===== src/rtl/word_unit_pkg.sv =====
// word_unit_pkg: shared FSM state type and parameter defaults
package word_unit_pkg;
  localparam int WORD_W_DEF = 8;
  localparam int DEPTH_DEF = 4;
  localparam bit MSB_FIRST_DEF = 1'b1;
  localparam bit PARITY_EN_DEF = 1'b0;
  typedef enum logic [1:0] {IDLE, SHIFT, PARITY} tx_state_t;
endpackage


===== src/rtl/word_unit_fifo.sv =====
// word_unit_fifo: synchronous DEPTH x WORD_W word buffer with occupancy count
module word_unit_fifo import word_unit_pkg::*; #(
  parameter int WORD_W = WORD_W_DEF,
  parameter int DEPTH = DEPTH_DEF
) (
  input  logic                       clk,
  input  logic                       rst,
  input  logic                       push,
  input  logic [WORD_W-1:0]          push_data,
  input  logic                       pop,
  output logic [WORD_W-1:0]          pop_data,
  output logic [$clog2(DEPTH+1)-1:0] count
);
  localparam int AW = $clog2(DEPTH);
  localparam int CW = $clog2(DEPTH+1);
  logic [WORD_W-1:0] mem [DEPTH];
  logic [AW-1:0] wr_ptr, rd_ptr;
  assign pop_data = mem[rd_ptr];
  // storage needs no reset: pointers and count alone define valid contents
  always_ff @(posedge clk)
    if (push) mem[wr_ptr] <= push_data;
  // pointers wrap naturally since DEPTH is a power of two
  always_ff @(posedge clk)
    if (rst) begin
      wr_ptr <= '0;
      rd_ptr <= '0;
      count <= '0;
    end else begin
      wr_ptr <= wr_ptr + AW'(push);
      rd_ptr <= rd_ptr + AW'(pop);
      count <= count + CW'(push) - CW'(pop);
    end
endmodule


===== src/rtl/word_unit.sv =====
// word_unit: serial bits -> buffered words -> serial bits with optional even parity
module word_unit import word_unit_pkg::*; #(
  parameter int WORD_W = WORD_W_DEF,
  parameter int DEPTH = DEPTH_DEF,
  parameter bit MSB_FIRST = MSB_FIRST_DEF,
  parameter bit PARITY_EN = PARITY_EN_DEF
) (
  input  logic                       clk,
  input  logic                       rst,
  input  logic                       sema_valid_i,
  input  logic                       sema_data_i,
  output logic                       sema_ready_o,
  input  logic                       sema_is_empty_i,
  output logic                       sema_write_o,
  output logic                       sema_data_o,
  output logic [$clog2(DEPTH+1)-1:0] level_o
);
  localparam int CW = $clog2(WORD_W);
  localparam int LW = $clog2(DEPTH+1);
  localparam logic [CW-1:0] LAST = CW'(WORD_W-1);
  logic [CW-1:0] rx_cnt, tx_cnt;
  logic [WORD_W-1:0] rx_sh, rx_word, tx_sh, pop_data;
  logic accept, push, pop, tx_bit, last_bit;
  tx_state_t state, state_nxt;
  // a partial word may keep collecting while full; only its final bit stalls
  assign sema_ready_o = rx_cnt != LAST || level_o != LW'(DEPTH);
  assign accept = sema_valid_i && sema_ready_o;
  assign push = accept && rx_cnt == LAST;
  assign rx_word = MSB_FIRST ? {rx_sh[WORD_W-2:0], sema_data_i} : {sema_data_i, rx_sh[WORD_W-1:1]};
  assign tx_bit = MSB_FIRST ? tx_sh[LAST - tx_cnt] : tx_sh[tx_cnt];
  word_unit_fifo #(.WORD_W(WORD_W), .DEPTH(DEPTH)) u_fifo (
    .clk(clk),
    .rst(rst),
    .push(push),
    .push_data(rx_word),
    .pop(pop),
    .pop_data(pop_data),
    .count(level_o)
  );
  // input side: assemble bits, push the completed word on its last bit
  always_ff @(posedge clk)
    if (rst) begin
      rx_cnt <= '0;
      rx_sh <= '0;
    end else if (accept) begin
      rx_cnt <= push ? '0 : rx_cnt + 1'b1;
      rx_sh <= rx_word;
    end
  // output FSM: pop when idle, reload right after the last written bit
  always_comb begin
    state_nxt = state;
    pop = 1'b0;
    sema_write_o = 1'b0;
    sema_data_o = 1'b0;
    last_bit = 1'b0;
    if (state == IDLE) begin
      pop = level_o != '0;
      state_nxt = pop ? SHIFT : IDLE;
    end else begin
      sema_write_o = sema_is_empty_i;
      sema_data_o = sema_is_empty_i && (state == PARITY ? ^tx_sh : tx_bit);
      last_bit = sema_write_o && (state == PARITY || (tx_cnt == LAST && !PARITY_EN));
      state_nxt = (sema_write_o && state == SHIFT && tx_cnt == LAST && PARITY_EN) ? PARITY : state;
      if (last_bit) begin
        pop = level_o != '0;
        state_nxt = pop ? SHIFT : IDLE;
      end
    end
  end
  // output state, word register and bit counter
  always_ff @(posedge clk)
    if (rst) begin
      state <= IDLE;
      tx_sh <= '0;
      tx_cnt <= '0;
    end else begin
      state <= state_nxt;
      if (pop) begin
        tx_sh <= pop_data;
        tx_cnt <= '0;
      end else if (sema_write_o && state == SHIFT) tx_cnt <= tx_cnt + 1'b1;
    end
endmodule


===== config.mk =====
export PLATFORM = sky130hd
export DESIGN_NAME = word_unit
export DESIGN_NICKNAME = d
export VERILOG_FILES = /design/src/rtl/word_unit_pkg.sv /design/src/rtl/word_unit_fifo.sv /design/src/rtl/word_unit.sv
export SDC_FILE = /design/constraint.sdc
export NUM_CORES = 1
export LEC_CHECK = 0
export BUFFER_PORTS_ARGS = -buffer_cell sky130_fd_sc_hd__clkbuf_2
export CAP_MARGIN = 0
export CELL_PAD_IN_SITES_DETAIL_PLACEMENT = 1
export CELL_PAD_IN_SITES_GLOBAL_PLACEMENT = 1
export CORE_ASPECT_RATIO = 1.5
export CORE_UTILIZATION = 30
export DETAILED_ROUTE_END_ITERATION = 10
export GPL_ROUTABILITY_DRIVEN = 1
export PLACE_DENSITY_LB_ADDON = 0.1
export SYNTH_ARGS = -nofsm -noshare
export SYNTH_HDL_FRONTEND = slang
export SYNTH_SLANG_ARGS = --single-unit

===== constraint.sdc =====
create_clock -name clk -period 6.21 [get_ports clk]
set_input_delay 1.863 -clock clk [delete_from_list [all_inputs] [get_ports clk]]
set_output_delay 1.863 -clock clk [all_outputs]
set_load 0.02 [all_outputs]

==> flow_metrics.py <==
metrics = {
    "timing": {
        "fin_tns_setup_ps": 0,
        "hold_viol": 0,
        "fin_crit_sh_pct": 69.2,
        "period_minus_slack_ps": 4300,
        "fmax_mhz": 233,
        "fin_ws_ps": 1910,
        "finalSetupViolCount": 0,
        "finalClockSkew_ps": 6.96,
        "rsz0062_at_grt": "no",
        "slew_viol_final": 0,
        "worstMarginPinSlew_ps": 793,
        "max_slew_margin_pct": 47.0,
    },
    "final_layout": {
        "multi_input_area_um2": 838,
        "instances_no_fill": 314,
        "syn_to_final_growth_pct": 17.1,
        "diodes": 0,
        "seq_area_um2": 1540,
        "drive_gt1_share_pct": 20.1,
        "final_util_pct": 36.1,
        "finalNetCount": 216,
        "n_fill_cell": 877,
    },
    "power": {
        "p_seq_share_pct": 43.0,
        "ir_drop_mv": 0.154,
        "p_leak_nw": 1.03,
        "finalPower_mw": 1.20,
        "power.internal_mw": 0.857,
        "swShare_pct": 28.3,
        "powerDensity_nw_per_um2": 413,
        "combPwrFrac_pct": 20.4,
        "clkPwrFrac_pct": 36.7,
        "p_switching_mw": 0.338,
    },
    "critical_path": {
        "worstPathRequired_ps": 4350,
        "startpoint_type": "primary input",
        "critPathSlowestCell": "clkbuf_2",
        "reg2reg_to": "u_fifo.count[2]",
        "end_kind": "output pin",
        "cp_common_cell": "clkbuf_2",
        "cp_max_fo": 5,
        "r2r_slack_ps": 3350,
        "r2r_cells": 12,
        "rr_startpoint": "rx_cnt[0]",
        "crit_type": "in2out",
        "arrival_ps": 2430,
        "max_stage_delay_ps": 170,
        "path_cells": "clkbuf_2, nand2_1, nor2_1, clkbuf_2",
    },
    "routing": {
        "first_pass_iters": 4,
        "routedWlPerCell_um": 15.9,
        "vias": 1529,
        "avgViaCountPerCell": 4.87,
        "route.detailed.drc": 0,
        "drt-initial-drc-count": 33,
        "met2_length_um": 2740,
        "wl_met3_um": 106,
        "totalWireLength_um": 4980,
        "top_layer_used": "met4",
        "drtAntennaViolNets": 0,
        "drt-met1-wl_um": 2000,
    },
    "floorplanning": {
        "die_w_um": 76.1,
        "fp.dieH_um": 113,
        "initial_utilization_pct": 30.9,
        "io_pins": 11,
        "rows": 40,
        "die_area_um2": 8620,
        "core_area_um2": 8010,
    },
    "clock_network": {
        "cts_root_buf": "clkbuf_16",
        "holdBufCountCts": 0,
        "cts_tree": "yes",
        "clockBufferDepth": 2,
        "post_cts_buffers": 0,
        "cts-resized-gates": 0,
        "htreeDepth": 3,
        "clk_pin_slew_ps": 50,
        "numCtsBuffers": 9,
        "cts.sinks": 61,
        "clock_latency_ps": 320,
    },
    "worst_hold_path": {
        "worst_hold_startpoint": "tx_sh[3]",
        "hold_path_depth": 2,
        "hold_class": "reg2reg",
        "min_to": "tx_sh[3]",
    },
    "place": {
        "numPortBuffers": 10,
        "place_inst": 298,
        "post-place-ws_ps": 1900,
        "gp_congestion": 0.718,
        "dp_hpwl_um": 3610,
    },
    "synthesis": {
        "synth_cell_type_count": 30,
        "syn_avg_cell_area_um2": 12.9,
        "mappedNetlistArea_um2": 2470,
        "synth_fp_nets": 203,
        "syn_inst": 191,
        "yosysWarnings": 0,
        "ys_ff_latch": 61,
        "seq_area_frac_synth_pct": 62.3,
    },
    "grt": {
        "grt_overflow": 0,
        "antenna_found_initial": 0,
        "grt_pass1_wl_um": 8540,
        "track_usage_pct": 13.4,
        "grt_pass1_vias": 1670,
        "grt_max_degree": 31,
    },
    "run_status": {
        "status": "finished clean",
    },
    "run": {
        "drv_cap": 0,
    },
}
==> worst max path at each step <==
stage,startpoint,endpoint,slack [ps],depth (start not counted)
6_report,sema_is_empty_i,sema_data_o,1910,4
5_1_grt,sema_is_empty_i,sema_data_o,1840,4
4_1_cts,sema_is_empty_i,sema_data_o,1900,4
3_5_place_dp,sema_is_empty_i,sema_data_o,1900,4
3_3_place_gp,sema_is_empty_i,sema_data_o,1940,4
2_1_floorplan,sema_is_empty_i,sema_data_o,2040,2
==> Yosys cell counts <==
master | n | area (um2)
edfxtp_1 | 32 | 961
clkbuf_1 | 8 | 30.0
nor3_1 | 10 | 50.1
buf_2 | 1 | 5.00
nand2_1 | 1 | 3.75
a21bo_2 | 1 | 10.0
xnor2_1 | 1 | 8.76
mux4_2 | 10 | 225
nand3_1 | 18 | 90.1
nor2_1 | 6 | 22.5
ha_1 | 6 | 75.1
clkbuf_2 | 1 | 5.00
fa_1 | 1 | 20.0
a31o_1 | 1 | 8.76
or3_1 | 3 | 18.8
a21oi_1 | 20 | 100
a21boi_1 | 1 | 7.51
buf_1 | 1 | 3.75
and4bb_2 | 1 | 12.5
dfxtp_1 | 29 | 581
inv_1 | 8 | 30.0
buf_4 | 1 | 7.51
a311oi_2 | 1 | 15.0
buf_6 | 1 | 11.3
nor2b_1 | 2 | 12.5
and2_1 | 1 | 6.26
xor2_1 | 2 | 17.5
o21ai_0 | 19 | 95.1
mux2i_1 | 3 | 30.0
a21o_2 | 1 | 8.76
==> power by group through the flow <==
stage               Clock, mW  Combinational [mW]  Sequential [mW]
floorplan                   0               0.219            0.498
global placement            0               0.242            0.522
detailed placement          0               0.249            0.526
CTS                     0.450               0.250            0.518
global route            0.468               0.274            0.524
finish                  0.438               0.243            0.514
==> kinds of logic (layout without fill, tap and decap cells) <==
logic type,after synthesis,in the layout,share of synthesized area (%)
DFF,61,61,62.3
and+or+nand+nor,42,42,8.76
xor gates and xnor gates,3,3,1.06
AOI/OAI and AO/OA,44,44,9.92
muxes,13,13,10.3
buffers and inverters,21,39,3.74
adders and majority gates,7,7,3.85
==> sequential cells by signal (all words and copies together) (netlist names) <==
name / count
rx_cnt: 3
rx_sh: 7
state: 1
tx_cnt: 3
tx_sh: 8
u_fifo.count: 3
u_fifo.mem: 32
u_fifo.rd_ptr: 2
u_fifo.wr_ptr: 2
==> placed cells by master, fill, tap and decap left out, drive strengths merged, types with 5 or more instances in the layout <==
cell type	n
edfxtp	32
dfxtp	29
clkbuf	23
a21oi	20
o21ai	19
nand3	18
nor3	10
mux4	10
inv	8
nor2	6
ha	6
buf	5
==> layout make-up <==
cell class	count	share of cell area, %
Multi-Input combinational cell	109	29.0
Sequential cell	61	53.3
Timing Repair Buffer	15	3.03
Tap cell	105	4.54
Clock buffer	13	8.65
Inverter	8	1.04
Clock inverter	3	0.519
==> stage by stage <==
| stage | hold WS, ps | instance area, um2 |
|---|---|---|
| global placement | 468 | 2630 |
| detailed placement | 474 | 2630 |
| CTS | 481 | 2890 |
| global route | 515 | 2890 |
| floorplan | 451 | 2470 |
| finish | 478 | 2890 |
==> critical path, delay by kind of cell <==
| kind | cells | cell delay [ps] |
|---|---|---|
| simple gates | 2 | 300 |
| buf+inv | 2 | 280 |
==> per-layer routing <==
| metal | vias up | GRT usage, % |
|---|---|---|
| met5 | - | 0 |
| met4 | 0 | 8.46 |
| met3 | 12 | 3.15 |
| met2 | 16 | 24.6 |
| met1 | 760 | 13.6 |
| li1 | 741 | - |
No activity file was read; power rests on OpenSTA's default activity.
